## config.mk

```make
export PLATFORM = sky130hd
export DESIGN_NAME = jam_perm_seq_flat
export DESIGN_NICKNAME = d
export VERILOG_FILES = /design/src/rtl/jam_perm_seq_pkg.sv /design/src/rtl/jam_perm_seq_if.sv /design/src/rtl/jam_perm_seq_next_perm.sv /design/src/rtl/jam_perm_seq.sv /design/src/flat_wrapper.sv
export SDC_FILE = /design/constraint.sdc
export NUM_CORES = 1
export LEC_CHECK = 0
export CELL_PAD_IN_SITES_DETAIL_PLACEMENT = 1
export CELL_PAD_IN_SITES_GLOBAL_PLACEMENT = 1
export CORE_AREA = 2 2 119 121
export CTS_CLUSTER_SIZE = 40
export DETAILED_ROUTE_END_ITERATION = 8
export DIE_AREA = 0 0 121 123
export PLACE_DENSITY = 0.83
export REMOVE_ABC_BUFFERS = 1
export SKIP_LAST_GASP = 1
export SLEW_MARGIN = 20
export SYNTH_ARGS = -nofsm -noshare
export SYNTH_HDL_FRONTEND = slang
export SYNTH_SLANG_ARGS = --single-unit
```

## constraint.sdc

```tcl
create_clock -name clk -period 6 [get_ports clk]
set_clock_uncertainty 0.1 [all_clocks]
set_input_delay 1.2 -clock clk [delete_from_list [all_inputs] [get_ports clk]]
set_output_delay 1.2 -clock clk [all_outputs]
set_load 0.02 [all_outputs]
```

## src/rtl/jam_perm_seq_pkg.sv

```systemverilog
// Shared constants and state encoding for the permutation sequencer.
// Ports: none (package). Imported by next_perm and jam_perm_seq.
package jam_pkg;

    localparam int N_WORKERS = 8;
    localparam int IDX_W     = 3;
    localparam int PERM_W    = 16;
    localparam int ORDER_W   = N_WORKERS * IDX_W;

    localparam logic [3:0] CNT_LAST = 4'd9;
    localparam logic [3:0] CNT_IDLE = 4'd10;

    // Identity (worker i -> job i) and the final descending permutation.
    localparam logic [ORDER_W-1:0] ORDER_INIT = 24'hFAC688;
    localparam logic [ORDER_W-1:0] ORDER_LAST = 24'h053977;
    localparam int                 PERM_TOTAL = 40320;

    localparam logic [1:0] ST_IDLE = 2'd0;
    localparam logic [1:0] ST_RUN  = 2'd1;
    localparam logic [1:0] ST_DONE = 2'd2;

    typedef enum logic [1:0] {
        IDLE = ST_IDLE,
        RUN  = ST_RUN,
        DONE = ST_DONE
    } state_e;

endpackage

```

## src/rtl/jam_perm_seq_if.sv

```systemverilog
// Signals between the permutation sequencer and the cost accumulator.
//   start    : pulse from the consumer side to begin enumeration
//   cnt      : phase counter 0..9 while running, 10 otherwise
//   order    : current permutation, order[3i+2:3i] = job of worker i
//   perm_idx : index of the current permutation
//   busy     : enumeration in progress
//   valid    : enumeration finished, accumulator results are final
interface jam_perm_seq_if;
    import jam_pkg::*;

    logic                start;
    logic [3:0]          cnt;
    logic [ORDER_W-1:0]  order;
    logic [PERM_W-1:0]   perm_idx;
    logic                busy;
    logic                valid;

    modport master (
        input  start,
        output cnt, order, perm_idx, busy, valid
    );

    modport slave (
        output start,
        input  cnt, order, perm_idx, busy, valid
    );
endinterface

```

## src/rtl/jam_perm_seq_next_perm.sv

```systemverilog
// Combinational lexicographic successor of an 8-element permutation.
//   order     : current permutation, worker 0 in bits [2:0] and most significant
//   order_nxt : next permutation (meaningless when is_last is high)
//   is_last   : no ascending pair exists, i.e. order is 7,6,5,4,3,2,1,0
module next_perm
    import jam_pkg::*;
(
    input  logic [ORDER_W-1:0] order,
    output logic [ORDER_W-1:0] order_nxt,
    output logic               is_last
);

    logic [IDX_W-1:0] p [N_WORKERS];
    logic [IDX_W-1:0] q [N_WORKERS];
    logic [IDX_W-1:0] r [N_WORKERS];
    logic [IDX_W-1:0] piv;
    logic [IDX_W-1:0] swp;
    logic [IDX_W-1:0] src;
    logic             found;

    generate
        for (genvar gi = 0; gi < N_WORKERS; gi++) begin : g_pack
            assign p[gi]                   = order[IDX_W*gi +: IDX_W];
            assign order_nxt[IDX_W*gi +: IDX_W] = r[gi];
        end
    endgenerate

    always_comb begin
        found = 1'b0;
        piv   = '0;
        swp   = 3'd7;
        src   = '0;
        // Later hits overwrite earlier ones, leaving the largest pivot index.
        for (int k = 0; k < N_WORKERS - 1; k++) begin
            if (p[k] < p[k+1]) begin
                found = 1'b1;
                piv   = 3'(k);
            end
        end
        // The suffix after the pivot is descending, so the rightmost element
        // larger than the pivot is the smallest such one.
        for (int k = 1; k < N_WORKERS; k++) begin
            if ((3'(k) > piv) && (p[k] > p[piv])) begin
                swp = 3'(k);
            end
        end
        for (int k = 0; k < N_WORKERS; k++) begin
            q[k] = p[k];
        end
        q[piv] = p[swp];
        q[swp] = p[piv];
        // Reverse the suffix: position k > piv takes element piv+8-k.
        for (int k = 0; k < N_WORKERS; k++) begin
            src  = (3'(k) > piv) ? 3'(int'(piv) + N_WORKERS - k) : 3'(k);
            r[k] = q[src];
        end
        is_last = ~found;
    end

endmodule

```

## src/rtl/jam_perm_seq.sv

```systemverilog
// Producer-side sequencer: walks all 8! job assignments in lexicographic
// order, holding each for a 10-cycle accumulator window (cnt 0..9).
//   clk   : system clock
//   rst_p : synchronous active-high reset, overrides everything
//   bus   : master modport (start in; cnt, order, perm_idx, busy, valid out)
module jam_perm_seq
    import jam_pkg::*;
(
    input  logic           clk,
    input  logic           rst_p,
    jam_perm_seq_if.master bus
);

    state_e               state_reg;
    logic [3:0]           cnt_reg;
    logic [ORDER_W-1:0]   order_reg;
    logic [PERM_W-1:0]    perm_idx_reg;
    logic                 busy_reg;
    logic                 valid_reg;

    logic [ORDER_W-1:0]   order_next;
    logic                 is_last;

    next_perm u_next_perm (
        .order     (order_reg),
        .order_nxt (order_next),
        .is_last   (is_last)
    );

    always_ff @(posedge clk) begin
        if (rst_p) begin
            state_reg    <= IDLE;
            cnt_reg      <= CNT_IDLE;
            order_reg    <= ORDER_INIT;
            perm_idx_reg <= '0;
            busy_reg     <= 1'b0;
            valid_reg    <= 1'b0;
        end else begin
            case (state_reg)
                IDLE: begin
                    cnt_reg <= CNT_IDLE;
                    if (bus.start) begin
                        state_reg <= RUN;
                        cnt_reg   <= 4'd0;
                        busy_reg  <= 1'b1;
                    end
                end
                RUN: begin
                    if (cnt_reg == CNT_LAST) begin
                        if (is_last) begin
                            // Final permutation compared; order/perm_idx hold.
                            state_reg <= DONE;
                            cnt_reg   <= CNT_IDLE;
                            busy_reg  <= 1'b0;
                            valid_reg <= 1'b1;
                        end else begin
                            order_reg    <= order_next;
                            perm_idx_reg <= perm_idx_reg + 1'b1;
                            cnt_reg      <= 4'd0;
                        end
                    end else begin
                        cnt_reg <= cnt_reg + 1'b1;
                    end
                end
                DONE: begin
                    // Sticky: min_cost downstream can only be cleared by reset.
                    cnt_reg   <= CNT_IDLE;
                    busy_reg  <= 1'b0;
                    valid_reg <= 1'b1;
                end
                default: begin
                    state_reg <= IDLE;
                    cnt_reg   <= CNT_IDLE;
                    busy_reg  <= 1'b0;
                    valid_reg <= 1'b0;
                end
            endcase
        end
    end

    assign bus.cnt      = cnt_reg;
    assign bus.order    = order_reg;
    assign bus.perm_idx = perm_idx_reg;
    assign bus.busy     = busy_reg;
    assign bus.valid    = valid_reg;

endmodule

```

## src/flat_wrapper.sv

```systemverilog
// flat-port wrapper written by rule: the top's interface ports become plain ports
module jam_perm_seq_flat import jam_pkg::*;
  (clk, rst_p, bus_start, bus_cnt, bus_order, bus_perm_idx, bus_busy, bus_valid);
  jam_perm_seq_if bus_i ();
  input  logic clk;
  input  logic rst_p;
  input wire logic [$bits(bus_i.start)-1:0] bus_start;
  output wire logic [$bits(bus_i.cnt)-1:0] bus_cnt;
  output wire logic [$bits(bus_i.order)-1:0] bus_order;
  output wire logic [$bits(bus_i.perm_idx)-1:0] bus_perm_idx;
  output wire logic [$bits(bus_i.busy)-1:0] bus_busy;
  output wire logic [$bits(bus_i.valid)-1:0] bus_valid;
  assign bus_i.start = bus_start;
  assign bus_cnt = bus_i.cnt;
  assign bus_order = bus_i.order;
  assign bus_perm_idx = bus_i.perm_idx;
  assign bus_busy = bus_i.busy;
  assign bus_valid = bus_i.valid;
  jam_perm_seq u_core (.clk(clk), .rst_p(rst_p), .bus(bus_i));
endmodule
```

==> qor.csv <==
stage,metric,value,unit
routing,DR vias/cell,6.62,
finish,max reg flops,24,
power_and_ir_drop,peak supply drop,0.0959,mV
synthesis,post-synthesis register bit count,48,
global_route,first-pass GRT wire length,43.2,mm
floorplanning,core area,13600,µm²
status,status,finished clean,
setup_path,Crit Path Category,flip-flop to flip-flop,
clock_tree,root buf cell,clkbuf_16,
global_route,initial antenna violation count,0,
synthesis,most area-consuming cells after synthesis,"dfxtp_1 18%, ha_1 9.3%, nand2_1 6.4%",
synthesis,"EDFF count, synth",0,
timing,pins over their slew limit,0,
routing,Post-DRT Antenna Nets,0,
job,maxcap violations,0,
synthesis,post-synthesis sequential area ratio,18.4,%
setup_path,Worst Setup EP,u_core.bus.order[10],
routing,drt first pass iters,5,
global_route,remaining global-route overflow,0,
finish,"leading cell type in the layout, fill and taps excluded",buf_4,
global_route,vias in the first global route,7183,
setup_path,Reg-to-Reg End,u_core.bus.order[10],
finish,area delta synth->final,32.4,%
setup_path,required time of the critical path,6.07,ns
floorplanning,# IOs,49,
timing,Tightest Pin Transition,0.744,ns
floorplanning,Initial Utilization,38.4,%
synthesis,Yosys top cell by area,dfxtp_1,
routing,mean routed wirelength per cell,27.2,µm
timing,RSZ-0062 raised after global routing,yes,
timing,Max Clock Freq,0.169,GHz
power_and_ir_drop,Leak Pwr,2.78,nW
timing,Slew headroom,50.2,%
routing,final wirelength,28.7,mm
setup_path,RR Startpoint,u_core.bus.order[16],
clock_tree,H-tree depth,2,
global_route,GRT Total Usage,38.7,%
clock_tree,Hold Buf Count CTS,0,
synthesis,Synth Cell Area,5230,µm²
setup_path,Setup crit start,u_core.bus.order[16],
setup_path,Setup crit end kind,flip-flop,
power_and_ir_drop,Power per Cell Area,133,nW/µm²
synthesis,"Distinct cells, synth",77,
setup_path,critical path startpoint category,flip-flop,
place,"Cell Area, Placed",6620,µm²
routing,Residual DRC,0,
place,DP Worst Slack,-0.348,ns
timing,Final WS setup,0.0973,ns
finish,Antenna diodes,0,
clock_tree,CTS tree,built,
synthesis,cells after synthesis,742,
finish,nets,917,
clock_tree,Clock transition at path regs,0.08,ns
timing,Final setup viols,0,
synthesis,post-synth top area share,18.4,%
synthesis,async set-or-reset flop fraction in the synthesized netlist,0,%
floorplanning,Die Width,121,µm
floorplanning,Die Area,14900,µm²
finish,share of post-route cells with drive strength above 1,18.9,%
place,final estimated routing congestion in global placement,1.04,
clock_tree,Sink Count,48,
clock_tree,Skew-Pair Late Insertion Delay,0.32,ns
setup_path,FF-to-FF path depth,24,
finish,post-route cell area,6920,µm²
routing,Iteration-0 DRC Markers,662,
synthesis,most common flop cell mapped by yosys,dfxtp_1,
global_route,largest net degree at the start of global routing,32,
place,placed insts,1047,
finish,"non-filler cells, final",1056,
clock_tree,CTS Buffer Depth,2,
floorplanning,die height,123,µm
setup_path,crit-path max FO,8,
routing,DR vias,6991,
synthesis,synth warn,0,
timing,Final Hold Viols,0,
setup_path,CP arrival,5.97,ns
synthesis,Post-Syn Area per Cell,7.04,µm²
timing,crit path time final,5.90,ns
finish,"commonest cells after routing, fill and taps aside","107 x buf_4, 88 x nand2_1, 86 x nor2_1, 48 x clkdlybuf4s50_1, 47 x o21ai_0",
floorplanning,Rows,43,
place,HPWL after detailed placement,22.6,mm
place,PortBufs,48,
clock_tree,CTS buffer count,5,
setup_path,reg2reg setup slack,0.1,ns
hold_path,min-delay worst type,flip-flop to flip-flop,
timing,final worst-path cycle share,98.4,%
==> layer usage <==
metal	up-vias	GRT usage (%)	routed length, µm
met4	0	18.8	1460
li1	3044	-	-
met5	-	0	0
met3	112	7.01	2660
met1	3422	50.4	11600
met2	413	61.7	12900
==> area by class of cell <==
cell class | count | area (µm²)
Tap cell | 180 | 225
Clock buffer | 6 | 139
Multi-Input combinational cell | 618 | 4070
Sequential cell | 48 | 966
Inverter | 46 | 173
Timing Repair Buffer | 156 | 1300
Clock inverter | 2 | 38.8
Fill cell | 1756 | 6690
==> where the power goes <==
part | switching [mW] | internal (mW)
Sequential | 0.0113 | 0.329
Clock | 0.144 | 0.209
Combinational | 0.139 | 0.0834
Total | 0.295 | 0.622
==> per-stage QoR <==
stage | TNS [ns] | hold slack (ns) | total power [mW] | util [%]
5_1_grt | -0.163 | 0.450 | 0.947 | 50.8
3_3_place_gp | -0.370 | 0.381 | 0.549 | 48.6
4_1_cts | 0 | 0.420 | 0.911 | 50.3
2_1_floorplan | -18.88 | 0.391 | 0.459 | -
6_report | 0 | 0.417 | 0.917 | 50.8
3_5_place_dp | -1.49 | 0.409 | 0.558 | 48.6
==> cells in the mapped netlist (7+ instances only) <==
| cell | number |
|---|---|
| inv_1 | 43 |
| o21ai_0 | 51 |
| a211oi_1 | 22 |
| o21a_1 | 8 |
| and2_1 | 9 |
| mux2i_1 | 21 |
| ha_1 | 39 |
| nand2_1 | 89 |
| nand3_1 | 26 |
| o2111ai_1 | 8 |
| xnor2_1 | 8 |
| a22oi_1 | 7 |
| o22ai_1 | 8 |
| or3_1 | 7 |
| nand4_1 | 7 |
| and3_1 | 14 |
| a31oi_1 | 20 |
| dfxtp_1 | 48 |
| nor2_1 | 87 |
| nor3_1 | 13 |
| o211ai_1 | 18 |
| xor2_1 | 7 |
| o221ai_1 | 12 |
| a21oi_1 | 46 |
| clkbuf_1 | 22 |
| o21ai_1 | 9 |
==> critical path, cell delays in order, from the launching register on <==
cell and delay, ns:
dfxtp_2 0.48, inv_1 0.17, ha_1 0.22, a21o_1 0.19, a31o_2 0.30, a31oi_2 0.26, mux2i_1 0.13, a221oi_2 0.31
o221ai_2 0.19, buf_4 0.19, buf_4 0.17, ha_1 0.33, and4_1 0.22, mux2i_1 0.21, nand3_1 0.16, o22ai_2 0.17
nor3_1 0.07, o21ai_1 0.27, o2111ai_2 0.22, buf_4 0.22, a211oi_1 0.25, buf_4 0.22, mux2i_1 0.08, o211ai_1 0.45
a32oi_1 0.17
==> how the worst min path moves through the flow <==
stage / start / endpoint / slack (ns) / cells after the start
2_1_floorplan: u_core.state_reg[1] / u_core.state_reg[1] / 0.39 / 2
3_3_place_gp: u_core.bus.perm_idx[6] / u_core.bus.perm_idx[6] / 0.38 / 2
3_5_place_dp: u_core.bus.perm_idx[6] / u_core.bus.perm_idx[6] / 0.41 / 2
4_1_cts: u_core.bus.perm_idx[1] / u_core.bus.perm_idx[1] / 0.42 / 2
5_1_grt: u_core.bus.perm_idx[1] / u_core.bus.perm_idx[1] / 0.45 / 2
6_report: u_core.bus.perm_idx[6] / u_core.bus.perm_idx[6] / 0.42 / 2
==> logic make-up (layout without fill, tap and decap cells) <==
| logic type | Yosys count | in the layout | synth area share (%) |
|---|---|---|---|
| muxes | 23 | 23 | 4.67 |
| adders and majority gates | 40 | 40 | 9.53 |
| buffers and inverters | 76 | 210 | 5.91 |
| xor gates and xnor gates | 15 | 15 | 2.51 |
| DFF | 48 | 48 | 18.4 |
| AOI/OAI and AO/OA | 264 | 264 | 34.8 |
| and+or+nand+nor | 276 | 276 | 24.2 |
==> repair_timing <==
item,4_1_cts,5_1_grt
gates resized for setup,11,21
setup endpoints to repair,17,20
buffers inserted,0,1
pin swaps,1,3
(Power assumes the default switching activity.)
